$ cat src/rtl/apb_rr_master.sv
// apb_rr_master: four-requester round-robin arbiter driving a single APB master
// port. Each granted request becomes one SETUP + ACCESS transfer. The owner sees
// a one-cycle done pulse, with rdata (reads) and err. All outputs are registered.
//
// Optional build macro:
//   APB_TIMEOUT_EN : count ACCESS cycles and abort with err=1 after TIMEOUT
//                    cycles without a completing pready. Undefined (default):
//                    no counter, err is always 0, ACCESS waits indefinitely.
module apb_rr_master #(
    parameter int NREQ    = 4,
    parameter int TIMEOUT = 16
) (
    input  logic              clk,
    input  logic              rst,
    input  logic [NREQ-1:0]   req,
    input  logic [NREQ-1:0]   req_wr,
    input  logic [8*NREQ-1:0] req_addr,
    input  logic [8*NREQ-1:0] req_wdata,
    output logic [NREQ-1:0]   done,
    output logic [7:0]        rdata,
    output logic              err,
    output logic [NREQ-1:0]   gnt,
    output logic              psel,
    output logic              penable,
    output logic              pwrite,
    output logic [7:0]        paddr,
    output logic [7:0]        pwdata,
    input  logic              pready,
    input  logic [7:0]        prdata
);

    localparam int PTR_W = $clog2(NREQ);

    typedef enum logic [1:0] {
        IDLE   = 2'd0,
        SETUP  = 2'd1,
        ACCESS = 2'd2
    } state_t;

    state_t           state, state_nxt;
    logic [PTR_W-1:0] ptr, ptr_nxt;
    logic [PTR_W-1:0] owner, owner_nxt;
    logic             first_acc, first_acc_nxt;

    logic [NREQ-1:0]  done_nxt, gnt_nxt;
    logic [7:0]       rdata_nxt, paddr_nxt, pwdata_nxt;
    logic             err_nxt, psel_nxt, penable_nxt, pwrite_nxt;

    logic             pick_found;
    logic [PTR_W-1:0] pick_idx, cand;
    logic             timed_out;

`ifdef APB_TIMEOUT_EN
    localparam int               CNT_W     = $clog2(TIMEOUT + 1);
    localparam logic [CNT_W-1:0] CNT_LIMIT = CNT_W'(TIMEOUT);

    logic [CNT_W-1:0] acc_cnt, acc_cnt_nxt;

    // The current ACCESS cycle is the last one allowed before the watchdog fires.
    assign timed_out = (acc_cnt == CNT_LIMIT);

    // ACCESS-cycle counter: 1 in the first ACCESS cycle, counts up from there.
    always_ff @(posedge clk) begin
        if (rst) acc_cnt <= '0;
        else     acc_cnt <= acc_cnt_nxt;
    end
`else
    // Without the watchdog, ACCESS only ends on pready.
    assign timed_out = 1'b0;

    // Keeps TIMEOUT referenced in builds that do not use it.
    logic [31:0] timeout_unused;
    assign timeout_unused = TIMEOUT;
`endif

    // Round-robin pick: first requester at or after ptr, wrapping past the top index.
    always_comb begin
        pick_found = 1'b0;
        pick_idx   = ptr;
        cand       = ptr;
        for (int i = 0; i < NREQ; i++) begin
            cand = ptr + PTR_W'(i);
            if (!pick_found && req[cand]) begin
                pick_found = 1'b1;
                pick_idx   = cand;
            end
        end
    end

    // Next-state and next-output logic for the IDLE/SETUP/ACCESS sequencer.
    // NOTE: every *_nxt is given a default before the case so no path leaves a
    // variable unassigned; that is what keeps this block free of inferred latches.
    always_comb begin
        state_nxt     = state;
        ptr_nxt       = ptr;
        owner_nxt     = owner;
        first_acc_nxt = first_acc;
        gnt_nxt       = gnt;
        psel_nxt      = psel;
        penable_nxt   = penable;
        pwrite_nxt    = pwrite;
        paddr_nxt     = paddr;
        pwdata_nxt    = pwdata;
        done_nxt      = '0;
        rdata_nxt     = 8'h00;
        err_nxt       = 1'b0;
`ifdef APB_TIMEOUT_EN
        acc_cnt_nxt   = acc_cnt;
`endif

        unique case (state)
            IDLE: begin
                // done still high means the previous transfer just finished:
                // hold off one cycle so the bus shows a clean idle gap.
                if (done == '0 && pick_found) begin
                    state_nxt  = SETUP;
                    owner_nxt  = pick_idx;
                    gnt_nxt    = NREQ'(1) << pick_idx;
                    psel_nxt   = 1'b1;
                    pwrite_nxt = req_wr[pick_idx];
                    paddr_nxt  = req_addr[8*pick_idx +: 8];
                    pwdata_nxt = req_wdata[8*pick_idx +: 8];
                end
            end

            SETUP: begin
                state_nxt     = ACCESS;
                penable_nxt   = 1'b1;
                first_acc_nxt = 1'b1;
`ifdef APB_TIMEOUT_EN
                acc_cnt_nxt   = 1;
`endif
            end

            ACCESS: begin
                first_acc_nxt = 1'b0;
`ifdef APB_TIMEOUT_EN
                acc_cnt_nxt   = acc_cnt + 1'b1;
`endif
                // pready is not looked at in the first ACCESS cycle.
                if ((!first_acc && pready) || timed_out) begin
                    state_nxt   = IDLE;
                    psel_nxt    = 1'b0;
                    penable_nxt = 1'b0;
                    gnt_nxt     = '0;
                    done_nxt    = gnt;
                    ptr_nxt     = owner + 1'b1;
                    if (!first_acc && pready) rdata_nxt = pwrite ? 8'h00 : prdata;
                    else                      err_nxt   = 1'b1;
                end
            end

            default: state_nxt = IDLE;
        endcase
    end

    // State and registered outputs.
    // NOTE: rst is synchronous: it is only seen on a rising clk edge, and it
    // clears every register, including ones in the middle of a transfer.
    // NOTE: sequential state uses non-blocking assignments only, so every
    // register samples the values from before the edge.
    always_ff @(posedge clk) begin
        if (rst) begin
            state     <= IDLE;
            ptr       <= '0;
            owner     <= '0;
            first_acc <= 1'b0;
            gnt       <= '0;
            psel      <= 1'b0;
            penable   <= 1'b0;
            pwrite    <= 1'b0;
            paddr     <= 8'h00;
            pwdata    <= 8'h00;
            done      <= '0;
            rdata     <= 8'h00;
            err       <= 1'b0;
        end else begin
            state     <= state_nxt;
            ptr       <= ptr_nxt;
            owner     <= owner_nxt;
            first_acc <= first_acc_nxt;
            gnt       <= gnt_nxt;
            psel      <= psel_nxt;
            penable   <= penable_nxt;
            pwrite    <= pwrite_nxt;
            paddr     <= paddr_nxt;
            pwdata    <= pwdata_nxt;
            done      <= done_nxt;
            rdata     <= rdata_nxt;
            err       <= err_nxt;
        end
    end

endmodule

$ cat config.mk
export PLATFORM = sky130hd
export DESIGN_NAME = apb_rr_master
export DESIGN_NICKNAME = d
export VERILOG_FILES = /design/src/rtl/apb_rr_master.sv
export SDC_FILE = /design/constraint.sdc
export NUM_CORES = 1
export LEC_CHECK = 0
export ABC_AREA = 1
export CORE_MARGIN = 3
export CORE_UTILIZATION = 39
export CTS_CLUSTER_SIZE = 14
export DETAILED_ROUTE_END_ITERATION = 6
export PLACE_DENSITY = 0.78
export SYNTH_ARGS = -nofsm -noshare
export SYNTH_HDL_FRONTEND = slang
export SYNTH_SLANG_ARGS = --single-unit
$ cat constraint.sdc
create_clock -name clk -period 1.9 [get_ports clk]
set_input_delay 0.285 -clock clk [delete_from_list [all_inputs] [get_ports clk]]
set_output_delay 0.285 -clock clk [all_outputs]
set_load 0.01 [all_outputs]
# Word level (Yosys, flattened, before mapping)
# Index checks and enable logic that the tools add are counted.
# totals
regBits	42
inputBits	83
elab_cells	78
# classes
n_addsub	4
magnitude_cmp	5
n_eq_ne	4
shifts	3
mux	28
n_bitwise	2
n_reduce_logical	20
# ops
operator	n
$shiftx 32x6->8	2
$lt 2x3->1 const B	5
$mux 1	11
$bmux 1 s2	5
$mux 2	5
$mux 4	2
$pmux 4 s2	1
$reduce_and 2->1	4
$pmux 1 s2	3
$pmux 2 s3	1
$logic_and 1x1->1	5
$add 2x1->2 const B	2
$add 2x2->2 const B	2
$logic_not 1->1	4
$logic_not 4->1	1
$ne 2x2->1 const B	2
$reduce_bool 2->1	2
$reduce_or 4->1	1
$shl 1x2->4 const A	1
$reduce_and 3->1	1
$reduce_or 3->1	1
$eq 2x1->1 const B	1
$eq 2x2->1 const B	1
$logic_not 2->1	1
$not 1->1	2

# Logic depth before layout (Yosys ltp)
# Gate-level depths: netlist of run 1.
# logic_depth
word_depth	15
depth_mapped	18
depth_no_buf	16

# Worst setup path before layout of run 1
# OpenSTA, ideal clock, no wires.
# synth_path
path_kind	flip-flop to flip-flop
startpoint	reg ptr[1]
endpoint	reg paddr[0]
arrival_time_ps	1627
setup_slack_ps	165
stages_incl_launch_ff	16
n_path_buf	3
synth_period_minus_slack_ps	1735
cell_sequence	dfxtp_1 > buf_4 > inv_2 > nand2_1 > nand2_1 > nand2_1 > nand2_2 > inv_1 > nand3_1 > nand3_1 > inv_1 > buf_4 > buf_4 > nand3_1 > nand2_1 > inv_1
# synth_between
elab_chain_len	14
elab_cells_between_ends	27
# synth_rtl
element	line	rtl
from (decl)	41	logic [PTR_W-1:0] ptr, ptr_nxt;
from (signal assigned)	179	ptr <= ptr_nxt;
parallel branches: the longest is 14 deep, another holds $add 2x1->2	--	
to (signal assigned)	186	paddr <= paddr_nxt;
to (decl)	26	output logic [7:0] paddr,
# Several ways; the timed one is not identified. The select of a mux whose other input is x is not followed.
# A chain may end at the register's enable or synchronous reset.

# Worst setup path after layout of run 1
# layout_path
startpoint	reg ptr[0]
endpoint	reg paddr[0]
# The elaborated chain is that of the path after synthesis.

==> results.sh, run 1 <==
export IMPL_synth_most_common_cell="nand2_1"
export IMPL_die_area_um2=8030
export IMPL_crit_path_cell_trace="buf_6 -> nand2_2 -> nand2_2 -> nand2_2 -> nand2_4 -> nor2_4 -> nand4_4 -> clkbuf_16 -> nand3_1 -> nand2_1 -> nand2_1 -> nand3_1 -> nand2_1 -> inv_1"
export IMPL_vias_per_cell=4.90
export IMPL_slew_headroom_pct=54.3
export IMPL_pre_cts_slack_ps=-242
export IMPL_clkLatencyLatePin_ps=300
export IMPL_grt_setup_unrepaired="yes"
export IMPL_grt_max_degree=36
export IMPL_synth_top_area_cell="dfxtp_1"
export IMPL_clock_sinks=42
export IMPL_yosys_top_cells_area="dfxtp_1 (31%), nand2_1 (22%), nand3_1 (16%)"
export IMPL_finalSetupTns_ps=-19.7
export IMPL_antenna_found_initial=0
export IMPL_cp_max_fo=17
export IMPL_drive_gt1_share_pct=14.8
export IMPL_synth_cells=437
export IMPL_num_vias=3232
export IMPL_cp_required_ps=2100
export IMPL_start_kind="register"
export IMPL_synth_cell_type_count=26
export IMPL_finalHoldViolCount=0
export IMPL_grt_usage_pct=20.6
export IMPL_synth_seq_cells=42
export IMPL_synth_cell_area_um2=2730
export IMPL_overflow=0
export IMPL_die_h_um=89.6
export IMPL_area_delta_synth_final_pct=63.7
export IMPL_cpPeakStageDelay_ps=370
export IMPL_die_w_um=89.6
export IMPL_drc=0
export IMPL_cts_tree="done"
export IMPL_placeableCoreArea_um2=6570
export IMPL_drv_cap=0
export IMPL_place_gp_congestion=0.837
export IMPL_cts_clk_slew_worst_paths_ps=90
export IMPL_min_period_ps=1920
export IMPL_grt_pass1_vias=3024
export IMPL_core_rowCount=29
export IMPL_rrSetupSlack_ps=-20
export IMPL_critPathKind="reg2reg"
export IMPL_finalMaxSlewViolations=0
export IMPL_yosys_top_cells_count="nand2_1 (162), nand3_1 (88), inv_1 (45), dfxtp_1 (42), nor2_1 (17)"
export IMPL_violations="negative setup slack"
export IMPL_ctsRootBufferMaster="clkbuf_8"
export IMPL_grt_pass1_wl_um=13100
export IMPL_cp_slowest_cell="dfxtp_4"
export IMPL_wirelength_um=8880
export IMPL_fin_ws_ps=-16.4
export IMPL_synthFlopType="dfxtp_1"
export IMPL_hpwl_um=6120
export IMPL_postRouteAntennaNets=0
export IMPL_worstMarginPinSlew_ps=685
export IMPL_skew_ps=7.12
export IMPL_arrival_ps=2120
export IMPL_fmaxAchievable_mhz=522
export IMPL_wl_per_cell_um=13.5
export IMPL_status="complete, but fails checks"
export IMPL_n_fill_cell=543
export IMPL_power_leakage_nw=2.15
export IMPL_cts_inserted_buffers=5
export IMPL_clockBufferDepth=2
export IMPL_cts_max_level=2
export IMPL_firstDrtPassIters=5
export IMPL_fin_crit_sh_pct=101
export IMPL_vdd_drop_max_v=0.000630
export IMPL_ys_seq_area_share_pct=30.9
export IMPL_synthDominantCellAreaShare_pct=30.9
export IMPL_syn_nets=523
export IMPL_drtIter0Drc=108
export IMPL_hold_path_class="reg2reg"
export IMPL_io_pins=119
export IMPL_synth_edf_count=0
export IMPL_io_buffers=117
export IMPL_start_util_pct=41.5
export IMPL_p_per_area_nw_per_um2=1240
export IMPL_power_mw=5.55
export IMPL_yosys_warnings=0
export IMPL_setup_viol=2
export IMPL_async_flop_share_pct=0
export IMPL_antenna_cells=0
export IMPL_final_nets=652
export IMPL_synth_avg_cell_area_um2=6.24
export IMPL_crit_path_end_kind="register"
==> worst paths after layout <==
| kind | start | end | depth (start not counted) |
|---|---|---|---|
| setup / recovery | ptr[0] | paddr[0] | 14 |
| hold / removal | gnt[0] | done[0] | 2 |
| setup reg to reg | ptr[0] | paddr[0] | 14 |
| hold reg to reg | gnt[0] | done[0] | 2 |
==> through the flow <==
step,hold slack [ps],std cells,cell area [µm²],util (%)
3_5_place_dp,438,643,4060,61.9
2_1_floorplan,397,437,2730,-
5_1_grt,476,660,4460,67.9
6_report,453,660,4460,67.9
4_1_cts,452,651,4170,63.5
3_3_place_gp,438,643,4060,61.9
==> layer usage <==
layer / track usage (%) / vias to the layer above / routed length, µm
met2: 37.2 / 97 / 4610
met4: 5.14 / 0 / 54
met5: 0 / - / 0
met3: 5.66 / 5 / 545
met1: 23.8 / 1488 / 3680
li1: - / 1642 / -
==> layout make-up <==
cell class                      count  area [µm²]  area share, %
Clock inverter                      3        23.8          0.533
Timing Repair Buffer              146        1550           34.7
Tap cell                           93         116           2.61
Multi-Input combinational cell    322        1670           37.4
Clock buffer                        5        68.8           1.54
Inverter                           49         191           4.29
Sequential cell                    42         848           19.0
==> registers in the layout (all words and copies together), names as in the netlist <==
signal / flops
penable: 1
first_acc: 1
psel: 1
paddr: 8
owner: 2
pwrite: 1
ptr: 2
gnt: 4
pwdata: 8
rdata: 8
state: 2
done: 4
==> worst max-delay path: cells and delay by family, from the launching register on <==
| kind | cells | cell delay (ps) |
|---|---|---|
| simple gates | 11 | 1030 |
| buf+inv | 3 | 420 |
| flops | 1 | 370 |
==> report_power, final <==
part,internal [mW],total [mW],switching (mW)
registers,1.13,1.27,0.143
clock network,0.263,0.612,0.348
logic,1.72,3.67,1.94
total,3.12,5.55,2.43
==> what timing repair did <==
action | 4_1_cts | 5_1_grt
pin swaps | 0 | 15
resized for setup | 4 | 45
hold endpoints to repair | 0 | 0
hold buffers | 0 | 0
endpoints found under the setup margin | 18 | 25
cloned | 0 | 5
buffers inserted | 0 | 4
==> cell families after synthesis <==
group	count (synthesis)	synth area share (%)
AOI/OAI and AO/OA	34	7.99
xor gates and xnor gates	1	0.321
adders and majority gates	3	1.38
buffers and inverters	73	13.1
DFF	42	30.9
other	1	0.138
and+or+nand+nor	283	46.2
==> placed cells by master, fill, tap and decap left out <==
cell / instances
clkdlybuf4s50_1: 115
nand4_2: 1
inv_2: 3
nand4_4: 2
inv_1: 43
clkinv_1: 1
nand3_1: 78
inv_6: 2
nor2_1: 17
a21oi_1: 11
clkbuf_16: 4
o211ai_1: 2
inv_4: 1
o21ai_0: 3
conb_1: 1
buf_4: 17
dfxtp_4: 2
o22ai_1: 2
nand2_2: 16
buf_12: 6
clkinvlp_4: 2
nand3_2: 11
dlymetal6s2s_1: 2
buf_6: 2
nor4_1: 1
nand2_1: 147
nand2_8: 1
dfxtp_1: 40
ha_1: 3
nor2_4: 1
o21a_1: 16
xnor2_1: 1
nand2_4: 8
clkbuf_8: 5
Power figures use the tool's default switching activity.
==> inputs of run 2 (changes only) <==
--- a/config.mk
+++ b/config.mk
@@ -6,6 +6,7 @@
 export NUM_CORES = 1
 export LEC_CHECK = 0
 export ABC_AREA = 1
+export CAP_MARGIN = 20
 export CORE_MARGIN = 3
 export CORE_UTILIZATION = 39
 export CTS_CLUSTER_SIZE = 14
==> results of run 2 <==
Same layout as run 1: the final DEF is identical, and so are final timing and power.
==> inputs of run 3 (changes only) <==
==> config.mk (replaced) <==
export PLATFORM = sky130hd
export DESIGN_NAME = apb_rr_master
export DESIGN_NICKNAME = d
export VERILOG_FILES = /design/src/rtl/apb_rr_master.sv
export SDC_FILE = /design/constraint.sdc
export NUM_CORES = 1
export LEC_CHECK = 0
export CAP_MARGIN = 10
export CORE_MARGIN = 3
export CORE_UTILIZATION = 36
export CTS_CLUSTER_SIZE = 14
export DETAILED_ROUTE_END_ITERATION = 6
export MAX_ROUTING_LAYER = met4
export PLACE_DENSITY = 0.77
export SYNTH_ARGS = -nofsm -noshare
export SYNTH_HDL_FRONTEND = slang
export SYNTH_SLANG_ARGS = --single-unit
==> results.sh, run 3 <==
export IMPL_clockBufferDepth=2
export IMPL_hold_path_class="reg2reg"
export IMPL_placeableCoreArea_um2=5990
export IMPL_drtIter0Drc=75
export IMPL_fmaxAchievable_mhz=556
export IMPL_finalHoldViolCount=0
export IMPL_worstMarginPinSlew_ps=561
export IMPL_place_gp_congestion=0.804
export IMPL_postRouteAntennaNets=0
export IMPL_overflow=0
export IMPL_min_period_ps=1800
export IMPL_antenna_cells=0
export IMPL_syn_nets=348
export IMPL_setup_viol=0
export IMPL_drive_gt1_share_pct=14.9
export IMPL_async_flop_share_pct=0
export IMPL_io_pins=119
export IMPL_synth_cell_area_um2=2260
export IMPL_die_area_um2=7280
export IMPL_synth_top_area_cell="dfxtp_1"
export IMPL_yosys_top_cells_area="dfxtp_1 (37%), o221a_1 (8.0%), mux2i_1 (7.5%)"
export IMPL_grt_max_degree=18
export IMPL_drc=0
export IMPL_synth_most_common_cell="dfxtp_1"
export IMPL_cts_max_level=2
export IMPL_skew_ps=5.54
export IMPL_clkLatencyLatePin_ps=290
export IMPL_synth_compound_area_share_pct=21.9
export IMPL_wl_per_cell_um=15.2
export IMPL_synthFlopType="dfxtp_1"
export IMPL_vdd_drop_max_v=0.000509
export IMPL_finalSetupTns_ps=0
export IMPL_synth_cell_type_count=43
export IMPL_synth_mux_area_fraction_pct=8.01
export IMPL_dp_cells=459
export IMPL_layoutNonFillerInstCount=470
export IMPL_cts_inserted_buffers=5
export IMPL_status="complete, no violations"
export IMPL_io_buffers=117
export IMPL_cp_slowest_cell="or4_4"
export IMPL_drv_cap=0
export IMPL_die_h_um=85.3
export IMPL_slew_headroom_pct=62.5
export IMPL_finalMaxSlewViolations=0
export IMPL_core_rowCount=28
export IMPL_crit_path_cell_trace="or4_4 -> a21oi_4 -> nand2_2 -> buf_4 -> a21oi_1 -> o221a_1 -> nor3_2"
export IMPL_synthAdderAreaFrac_pct=1.66
export IMPL_grt_pass1_vias=2313
export IMPL_antenna_found_initial=0
export IMPL_firstDrtPassIters=4
export IMPL_final_nets=480
export IMPL_p_per_area_nw_per_um2=758
export IMPL_mostFrequentLayoutCell="clkdlybuf4s50_1"
export IMPL_finalInstanceArea_um2=3800
export IMPL_synth_edf_count=0
export IMPL_crit_path_end_kind="register"
export IMPL_synth_avg_cell_area_um2=8.64
export IMPL_clock_sinks=42
export IMPL_fin_ws_ps=100
export IMPL_yosys_area_share_simple_pct=21.4
export IMPL_cpPeakStageDelay_ps=550
export IMPL_synth_xor_area_share_pct=0.387
export IMPL_fin_crit_sh_pct=94.7
export IMPL_yosys_top_cells_count="dfxtp_1 (42), nor2_1 (36), a21oi_1 (25), inv_1 (23), mux2i_1 (17)"
export IMPL_cp_required_ps=2090
export IMPL_cp_max_fo=5
export IMPL_arrival_ps=1990
export IMPL_synthDominantCellAreaShare_pct=37.1
export IMPL_final_cell_mix="clkdlybuf4s50_1 (114), dfxtp_1 (40), nor2_1 (36)"
export IMPL_grt_pass1_wl_um=11200
export IMPL_ctsRootBufferMaster="clkbuf_8"
export IMPL_wirelength_um=7160
export IMPL_power_leakage_nw=1.60
export IMPL_synth_seq_cells=42
export IMPL_start_kind="register"
export IMPL_place_area_um2=3600
export IMPL_die_w_um=85.3
export IMPL_ys_seq_area_share_pct=37.1
export IMPL_cts_tree="done"
export IMPL_num_vias=2359
export IMPL_fin_util_pct=63.5
export IMPL_grt_usage_pct=19.9
export IMPL_vias_per_cell=5.02
export IMPL_start_util_pct=37.8
export IMPL_top_regs="paddr: 8 flops, pwdata: 8 flops, rdata: 8 flops"
export IMPL_critPathKind="reg2reg"
export IMPL_cts_clk_slew_worst_paths_ps=80
export IMPL_grt_setup_unrepaired="yes"
export IMPL_synth_top_family_by_area="compound AO/OA/AOI/OAI gates"
export IMPL_area_delta_synth_final_pct=68.0
export IMPL_yosys_warnings=0
export IMPL_synth_cells=262
export IMPL_hpwl_um=5590
export IMPL_pre_cts_slack_ps=-466
[run 3: where the power goes]
part	leakage, nW	switching [mW]	internal, mW
logic	1.20	0.500	0.631
registers	0.346	0.0708	0.990
clock network	0.0514	0.302	0.392
total	1.60	0.872	2.01
[run 3: layout make-up]
class	instances	area, µm²
Inverter	23	86.3
Tap cell	75	93.8
Clock inverter	2	37.5
Clock buffer	6	72.6
Timing Repair Buffer	143	1410
Multi-Input combinational cell	179	1260
Fill cell	500	2190
Sequential cell	42	843
[run 3: final timing paths]
| kind | start | to | slack, ps | cells after the start |
|---|---|---|---|---|
| hold reg to reg | pwdata[4] | pwdata[4] | 500 | 2 |
| hold / removal | pwdata[4] | pwdata[4] | 500 | 2 |
| setup reg to reg | done[1] | paddr[2] | 100 | 7 |
| setup / recovery | done[1] | paddr[2] | 100 | 7 |
[run 3: routing by layer]
metal	track usage (%)	wire length (µm)
met1	23.4	2940
met2	34.5	3720
met3	4.27	453
met4	4.60	46
met5	-	0
[run 3: repair_timing]
| item | 4_1_cts | 5_1_grt |
|---|---|---|
| resized for setup | 2 | 18 |
| pin swaps | 0 | 2 |
| cloned | 0 | 0 |
| buffers inserted | 0 | 3 |
| hold endpoints to repair | 0 | 0 |
| endpoints found under the setup margin | 17 | 30 |
| hold buffers | 0 | 0 |
[run 3: logic make-up after synthesis]
group,Yosys count
multiplexers,18
AND/OR/NAND/NOR,88
other,1
XOR/XNOR,1
AO/OA/AOI/OAI,68
buffers and inverters,41
adder cells (fa/ha/maj),3
flip-flops,42
[run 3: critical path, delay by kind of cell (launching register included)]
family	cells	cell delay, ps
AO/OA/AOI/OAI	3	510
buffers and inverters	1	160
flip-flops	1	320
AND/OR/NAND/NOR	3	700
[run 3: stage by stage]
| step | power, mW | hold WS, ps |
|---|---|---|
| after detailed placement | 2.17 | 477 |
| final | 2.88 | 499 |
| after CTS | 2.87 | 494 |
| after global placement | 2.14 | 478 |
| after global routing | 3.06 | 506 |
| after floorplan | 1.65 | 407 |
